<file path="config.mk">
export PLATFORM = sky130hd
export DESIGN_NAME = fetch_stage
export DESIGN_NICKNAME = d
export VERILOG_FILES = /design/src/rtl/fetch_stage.sv
export SDC_FILE = /design/constraint.sdc
export NUM_CORES = 1
export LEC_CHECK = 0
export CAP_MARGIN = 25
export CORE_MARGIN = 1.5
export CORE_UTILIZATION = 70
export CTS_BUF_LIST = sky130_fd_sc_hd__clkbuf_2 sky130_fd_sc_hd__clkbuf_4 sky130_fd_sc_hd__clkbuf_8
export DETAILED_ROUTE_END_ITERATION = 10
export DONT_BUFFER_PORTS = 1
export PLACE_DENSITY_LB_ADDON = 0.3
export SETUP_SLACK_MARGIN = 0.2
export SLEW_MARGIN = 30
export SYNTH_ARGS = -nofsm -noshare
export SYNTH_HDL_FRONTEND = slang
export SYNTH_SLANG_ARGS = --single-unit
</file>
<file path="constraint.sdc">
create_clock -name clk -period 4.7 [get_ports clk]
set_input_delay 0.705 -clock clk [delete_from_list [all_inputs] [get_ports clk]]
set_output_delay 0.705 -clock clk [all_outputs]
set_load 0.01 [all_outputs]
</file>
<file path="src/rtl/fetch_stage.sv">
// Instruction-fetch stage with one-outstanding-request imem handshake, a one-entry
// skid buffer for responses landing during a stall, and the IF/ID pipeline register.
module fetch_stage #(
  parameter logic [31:0] RESET_PC  = 32'h0000_0000,
  parameter logic [31:0] NOP_INSTR = 32'h0000_0013
) (
  input  logic        clk,
  input  logic        rst,
  input  logic        StallF,
  input  logic        FlushD,
  input  logic        PCSrcE,
  input  logic [31:0] PCTargetE,
  output logic        imem_req,
  output logic [31:0] imem_addr,
  input  logic [31:0] imem_rdata,
  input  logic        imem_valid,
  output logic [31:0] InstrD,
  output logic [31:0] PCD,
  output logic [31:0] PCPlus4D,
  output logic        ValidD
);

  typedef enum logic [1:0] {S_IDLE, S_WAIT, S_DROP} state_e;

  state_e      state_q, state_d;
  logic [31:0] pcf_q, pcf_d;
  logic [31:0] pc_out_q, pc_out_d;
  logic        skid_valid_q, skid_valid_d;
  logic [31:0] skid_instr_q, skid_instr_d;
  logic [31:0] skid_pc_q, skid_pc_d;
  logic [31:0] instr_q, instr_d;
  logic [31:0] pcd_q, pcd_d;
  logic [31:0] pc4_q, pc4_d;
  logic        validd_q, validd_d;
  logic        issue, captured;

  always_comb begin
    issue    = !rst && !PCSrcE && !StallF && !FlushD && !skid_valid_q &&
               (state_q == S_IDLE || (state_q == S_WAIT && imem_valid));
    captured = (state_q == S_WAIT) && imem_valid && !PCSrcE;

    state_d = state_q;
    case (state_q)
      S_IDLE: if (issue) state_d = S_WAIT;
      // A redirect with the response still in flight must swallow it in DROP.
      S_WAIT: begin
        if (PCSrcE)          state_d = imem_valid ? S_IDLE : S_DROP;
        else if (imem_valid) state_d = issue ? S_WAIT : S_IDLE;
      end
      S_DROP: if (imem_valid) state_d = S_IDLE;
      default: state_d = S_IDLE;
    endcase

    pcf_d    = PCSrcE ? PCTargetE : (issue ? pcf_q + 32'd4 : pcf_q);
    pc_out_d = issue ? pcf_q : pc_out_q;

    skid_valid_d = skid_valid_q;
    skid_instr_d = skid_instr_q;
    skid_pc_d    = skid_pc_q;
    instr_d      = instr_q;
    pcd_d        = pcd_q;
    pc4_d        = pc4_q;
    validd_d     = validd_q;

    if (FlushD) begin
      instr_d = NOP_INSTR; pcd_d = '0; pc4_d = '0; validd_d = 1'b0;
    end else if (StallF) begin
      // hold
    end else if (skid_valid_q) begin
      instr_d = skid_instr_q; pcd_d = skid_pc_q; pc4_d = skid_pc_q + 32'd4;
      validd_d = 1'b1; skid_valid_d = 1'b0;
    end else if (captured) begin
      instr_d = imem_rdata; pcd_d = pc_out_q; pc4_d = pc_out_q + 32'd4;
      validd_d = 1'b1;
    end else begin
      instr_d = NOP_INSTR; pcd_d = '0; pc4_d = '0; validd_d = 1'b0;
    end

    // Issue is blocked while the skid is full, so a second fill cannot happen.
    if (captured && (StallF || FlushD || skid_valid_q)) begin
      skid_valid_d = 1'b1;
      skid_instr_d = imem_rdata;
      skid_pc_d    = pc_out_q;
    end
    if (PCSrcE) skid_valid_d = 1'b0;
  end

  always_ff @(posedge clk) begin
    if (rst) begin
      state_q      <= S_IDLE;
      pcf_q        <= RESET_PC;
      pc_out_q     <= '0;
      skid_valid_q <= 1'b0;
      skid_instr_q <= '0;
      skid_pc_q    <= '0;
      instr_q      <= NOP_INSTR;
      pcd_q        <= '0;
      pc4_q        <= '0;
      validd_q     <= 1'b0;
    end else begin
      state_q      <= state_d;
      pcf_q        <= pcf_d;
      pc_out_q     <= pc_out_d;
      skid_valid_q <= skid_valid_d;
      skid_instr_q <= skid_instr_d;
      skid_pc_q    <= skid_pc_d;
      instr_q      <= instr_d;
      pcd_q        <= pcd_d;
      pc4_q        <= pc4_d;
      validd_q     <= validd_d;
    end
  end

  assign imem_req  = issue;
  assign imem_addr = pcf_q;
  assign InstrD    = instr_q;
  assign PCD       = pcd_q;
  assign PCPlus4D  = pc4_q;
  assign ValidD    = validd_q;

endmodule

</file>
==> impl_metrics.py, run 1 <==
metrics = {
    "global_route": {
        "grt_busiest_layer": "met2",
        "via_count_of_the_first_global_routing_pass": 9246,
        "grt_first_pass_wirelength_um": 46700,
        "grt_use_met1_pct": 47.7,
        "grt_resource_usage_total_pct": 35.6,
        "gr-usage-met3_pct": 7.65,
        "grt_start_max_net_pins": 135,
        "grt_remaining_overflow": 0,
        "initial_antenna_violation_count": 0,
        "gr-usage-met2_pct": 56.0,
    },
    "synth": {
        "synth_warnings": 0,
        "ys_types": 64,
        "synth_edf_count": 0,
        "postSynth.topFlopCell": "dfxtp_1",
        "yosysSeqAreaShare_pct": 42.5,
        "synth-async-reset-ratio_pct": 0,
        "netlist_instances": 1321,
        "synthesis.nets": 1394,
        "flop_and_latch_count_out_of_synthesis": 226,
        "post_synth.cell_area_avg_um2": 8.05,
        "mappedNetlistArea_um2": 10600,
    },
    "critical_path": {
        "timing.critical_path.required_ps": 3990,
        "cp_data_arrival_time_ps": 2350,
        "reg2regPathDepth": 6,
        "worstSetupStartpointType": "flop",
        "critPathKind": "reg2out",
        "worst-path-max-fanout": 52,
        "timing.critical_path.to_type": "output pin",
    },
    "sta": {
        "finalSetupViolations": 0,
        "grt_setup_unrepaired": "no",
        "slew_violations": 0,
        "timing_worst_slew_pin_value_ps": 972,
        "worst_hold_slack_ps": 242,
        "final.setup_skew_ps": 22.8,
        "worst_slew_margin_rel_pct": 35.1,
        "min_period_over_period_pct": 65.1,
        "fin_crit_ps": 3060,
        "setup-tns-final_ps": 0,
        "finalHoldViolCount": 0,
        "fmax_mhz": 327,
    },
    "cts": {
        "post-cts-setup-buffers": 0,
        "root_buffer_master": "clkbuf_8",
        "tritoncts": "yes",
        "cts.reportedPaths.clkPinSlew_ps": 60,
        "ctsHoldBuffers": 0,
        "clkSinkCount": 226,
        "max-clock-path-buffers": 3,
        "postCtsResizedCells": 0,
        "tritoncts.num_buffers": 36,
        "clk-insertion-delay-late_ps": 530,
        "cts-htree-levels": 2,
    },
    "cells_and_area": {
        "multiInputGateArea_um2": 5540,
        "area.growth.synth_to_final_pct": 5.65,
        "final_net_count": 1317,
        "drive_above_1_share_pct": 8.61,
        "final-seq-area_um2": 4530,
        "final_core_utilization_pct": 76.4,
        "antenna-diode-count": 0,
        "nFillCells": 1057,
    },
    "power": {
        "power_leakage_nw": 3.83,
        "pwr_per_cell_area_nw_per_um2": 347,
        "maximum_vdd_drop_v": 0.000347,
        "finalPower_mw": 3.89,
    },
    "floorplan": {
        "ioPinCount": 200,
        "fp.dieH_um": 126,
        "die_span_in_x_um": 126,
        "start_util_pct": 72.4,
        "core_um2": 14700,
        "std_cell_rows": 44,
        "die_area_um2": 15900,
    },
    "min_path": {
        "hold_path_class": "in2reg",
        "hold-path-cell-count": 1,
    },
    "route": {
        "drt-initial-drc-count": 1075,
        "vias_per_cell": 7.02,
        "detail_route.drc_violations": 0,
        "antenna_left": 0,
        "routedWlPerCell_um": 20.3,
        "dr_total_vias": 10200,
        "drt_first_pass_iters": 6,
        "drt_wl_total_um": 29400,
    },
    "run": {
        "maxCapViolations": 0,
    },
    "run_status": {
        "outcome": "complete, no violations",
    },
    "placed_design": {
        "half_perimeter_wire_length_after_placement_um": 18800,
        "place.gp.congestion": 0.908,
        "placement.io_buffers": 0,
    },
}
cells by family (layout without fill, tap and decap cells):
group | Yosys count | in the layout | synth area share (%)
and+or+nand+nor | 549 | 549 | 25.3
AOI/OAI and AO/OA | 364 | 364 | 23.1
DFF | 226 | 226 | 42.5
buffers and inverters | 143 | 88 | 5.63
xor gates and xnor gates | 27 | 27 | 2.22
muxes | 9 | 9 | 0.906
adders and majority gates | 3 | 3 | 0.353
registers in the layout (all words and copies together) (netlist names):
register / cells
InstrD: 32
PCD: 32
PCPlus4D: 30
ValidD: 1
imem_addr: 32
pc_out_q: 32
skid_instr_q: 32
skid_pc_q: 32
skid_valid_q: 1
state_q: 2
worst max-delay path: stages (launching register included):
cell and delay [ps]:
dfxtp_2 540, nor3_2 450, nand3_2 150, inv_2 650
metrics by stage:
stage	cells	worst slack [ps]	cell area, µm²
4_1_cts	1449	1680	11200
2_1_floorplan	1321	2170	10600
3_5_place_dp	1389	1960	10500
3_3_place_gp	1386	2020	10400
6_report	1450	1640	11200
5_1_grt	1450	1530	11200
power by group:
part           internal [mW]  leakage, nW  switching [mW]
Sequential              1.96         1.84          0.0733
Clock                  0.945        0.389           0.752
Combinational         0.0685         1.61          0.0966
Total                   2.97         3.83           0.922
worst paths after layout:
kind                                        from  slack, ps                to
worst max-delay path                skid_valid_q       1640          imem_req
worst min-delay path                         rst        240      imem_addr[4]
worst max register to register      skid_valid_q       1910     skid_pc_q[11]
worst min register to register  skid_instr_q[23]        450  skid_instr_q[23]
Yosys cell counts (all sizes together) (5+ instances only):
master,instances,area share [%]
a21oi,129,6.1
a221o,19,1.8
a221oi,51,4.2
a31oi,31,1.8
and3,8,0.47
and4,9,0.74
buf,39,1.9
clkbuf,89,3.2
dfxtp,226,43
inv,14,0.49
mux2,5,0.53
nand2,252,8.9
nand2b,6,0.35
nand3,30,1.6
nand4,33,2.7
nor2,83,2.9
nor3,64,3.1
nor4,33,2.4
o211a,22,2.1
o211ai,9,0.64
o21ai,51,2.4
o311a,5,0.47
o31a,17,1.4
or3,11,0.69
or4,5,0.35
xnor2,22,1.8
xor2,5,0.41
routing by layer:
layer | wire length [µm] | share of wire, %
met2 | 13600 | 46
met3 | 3180 | 11
met5 | 0 | 0
met4 | 991 | 3.4
met1 | 11600 | 39
layout by cell type, fill, tap and decap left out, types with 17 or more instances in the layout:
cell      synthesis  layout
nand3_1          25      24
nor2_1           83      80
nor3_1           63      63
o31a_1           17      17
nand4_1          26      26
o211a_1          22      22
a21oi_1         129     129
nor4_1           30      30
a221oi_1         51      51
xnor2_1          22      22
clkbuf_8          0      44
dfxtp_1         226     225
a31oi_1          31      31
a221o_1          19      19
nand2_1         251     250
o21ai_0          50      50
layout make-up:
type                    instances  area share, %
repair buffers                 13           1.47
inverters                      15          0.501
clock buffers                  57           6.26
flip-flops and latches        226           40.3
multi-input cells             952           49.3
well taps                     184           2.05
clock inverters                 3          0.167
Note: power is estimated with default switching activity, not from simulation.
==> run 2: changes to the inputs <==
CORE_UTILIZATION = 66   (was 70)
clock period = 2.9 ns   (was 4.7 ns; I/O delays follow)
==> run 2 against run 1 <==
Utilization is 4.6 points lower. Routed wire length is 1.7% higher. Total power is 70% higher. Worst hold slack worse by 210 ps. Sequential share of layout area is 0.47 points lower. Clock skew is 2.1 ps lower. Flip-flop and latch count stayed put. Non-clock buffer count is 5 higher. Global-route usage is 1.7 points lower. Critical path depth is 3 higher. Worst setup slack worse by 1000 ps. Highest routed layer unchanged.
==> impl_metrics.py, run 2 (synthesized netlist as in run 1, its figures left out) <==
metrics = {
    "run_status": {
        "outcome": "complete, no violations",
    },
    "cts": {
        "clkSinkCount": 226,
        "tritoncts.num_buffers": 37,
        "root_buffer_master": "clkbuf_8",
        "cts-htree-levels": 2,
        "cts.reportedPaths.clkPinSlew_ps": 60,
        "postCtsResizedCells": 0,
        "max-clock-path-buffers": 3,
        "tritoncts": "yes",
        "clk-insertion-delay-late_ps": 540,
    },
    "floorplan": {
        "core_um2": 15800,
        "fp.dieH_um": 130,
        "ioPinCount": 200,
        "die_area_um2": 16900,
        "std_cell_rows": 46,
        "start_util_pct": 67.2,
        "die_span_in_x_um": 130,
    },
    "critical_path": {
        "path_common_cell": "nand3_2",
        "timing.critical_path.required_ps": 3360,
        "worst_path_largest_cell_delay_ps": 540,
        "cp_data_arrival_time_ps": 2740,
        "crit_path_top_delay_cell": "dfxtp_1",
        "critPathKind": "reg2reg",
        "crit_path_cell_trace": "ha_1 -> nand3_2 -> nor4_4 -> nand3_2 -> or3_1 -> a31oi_1",
        "timing.critical_path.to_type": "flop",
        "worstSetupStartpointType": "flop",
        "worst-path-max-fanout": 7,
    },
    "route": {
        "vias_per_cell": 6.73,
        "drt-initial-drc-count": 986,
        "drt_wl_total_um": 29900,
        "routedWlPerCell_um": 20.1,
        "drt_first_pass_iters": 5,
        "antenna_left": 0,
        "dr_total_vias": 10000,
        "detail_route.drc_violations": 0,
    },
    "global_route": {
        "via_count_of_the_first_global_routing_pass": 8783,
        "initial_antenna_violation_count": 0,
        "grt_start_max_net_pins": 131,
        "grt_resource_usage_total_pct": 33.9,
        "grt_remaining_overflow": 0,
        "grt_first_pass_wirelength_um": 46200,
    },
    "placed_design": {
        "place.gp.congestion": 0.951,
        "dp.cells": 1424,
        "half_perimeter_wire_length_after_placement_um": 18600,
        "placement.io_buffers": 0,
    },
    "sta": {
        "min_period_over_period_pct": 78.8,
        "finalHoldViolCount": 0,
        "final.setup_skew_ps": 20.6,
        "fin_crit_ps": 2290,
        "timing_worst_slew_pin_value_ps": 1030,
        "slew_violations": 0,
        "grt_setup_unrepaired": "no",
        "fmax_mhz": 437,
        "finalSetupViolations": 0,
        "worst_slew_margin_rel_pct": 31.3,
        "worst_hold_slack_ps": 30.7,
        "setup-tns-final_ps": 0,
    },
    "min_path": {
        "hold_path_class": "in2reg",
    },
    "run": {
        "maxCapViolations": 0,
    },
    "power": {
        "pwr_per_cell_area_nw_per_um2": 582,
        "maximum_vdd_drop_v": 0.000465,
        "power_leakage_nw": 3.88,
    },
    "cells_and_area": {
        "antenna-diode-count": 0,
        "layout_common_cells": "250 x nand2_1, 225 x dfxtp_1, 129 x a21oi_1",
        "area.growth.synth_to_final_pct": 6.89,
        "drive_above_1_share_pct": 9.10,
        "final_common_cell": "nand2_1",
        "final_net_count": 1323,
        "instances_no_fill": 1491,
    },
}
==> run 2: metal layers <==
layer,part of all wire (%),vias up,GRT usage (%)
met5,0,-,0
met4,2.4,0,10.9
met3,11,71,9.43
met2,46,578,52.5
met1,41,4708,46.1
li1,-,4672,-
==> run 2: worst paths after layout <==
| check | to | slack, ps | cells past startpoint | start |
|---|---|---|---|---|
| setup / recovery | imem_addr[28] | 610 | 6 | imem_addr[2] |
| hold / removal | skid_instr_q[13] | 30 | 2 | imem_rdata[13] |
| setup reg to reg | imem_addr[28] | 610 | 6 | imem_addr[2] |
| hold reg to reg | skid_instr_q[22] | 460 | 2 | skid_instr_q[22] |
==> run 2: metrics by stage <==
step	power (mW)	instance area [µm²]	util [%]	setup WS [ps]
floorplan	3.59	10600	-	905
global placement	3.61	10500	66.4	749
detailed placement	3.62	10500	66.5	689
CTS	6.63	11400	71.8	665
global route	6.81	11400	71.8	453
finish	6.61	11400	71.8	613
==> run 2: final cells by class <==
class	instances	area (µm²)
Clock buffer	57	716
Clock inverter	7	88.8
Fill cell	1235	4460
Inverter	15	56.3
Multi-Input combinational cell	952	5540
Sequential cell	226	4530
Tap cell	216	270
Timing Repair Buffer	18	173
==> run 2: what timing repair did <==
item | 4_1_cts | 5_1_grt
setup buffers | 0 | 0
hold endpoints to repair | 130 | 0
hold buffers | 3 | 0
==> run 2: critical path: cells and delay by family (launching register included) <==
family	cells	cell delay [ps]
and+or+nand+nor	4	1250
DFF	1	540
AOI/OAI and AO/OA	1	160
adders and majority gates	1	280
==> run 2: report_power, final <==
group | internal, mW | total, mW | switching [mW] | leakage (nW)
combinational | 0.114 | 0.304 | 0.190 | 1.62
sequential | 3.18 | 3.29 | 0.117 | 1.84
clock | 1.75 | 3.02 | 1.27 | 0.430
total | 5.04 | 6.61 | 1.57 | 3.88
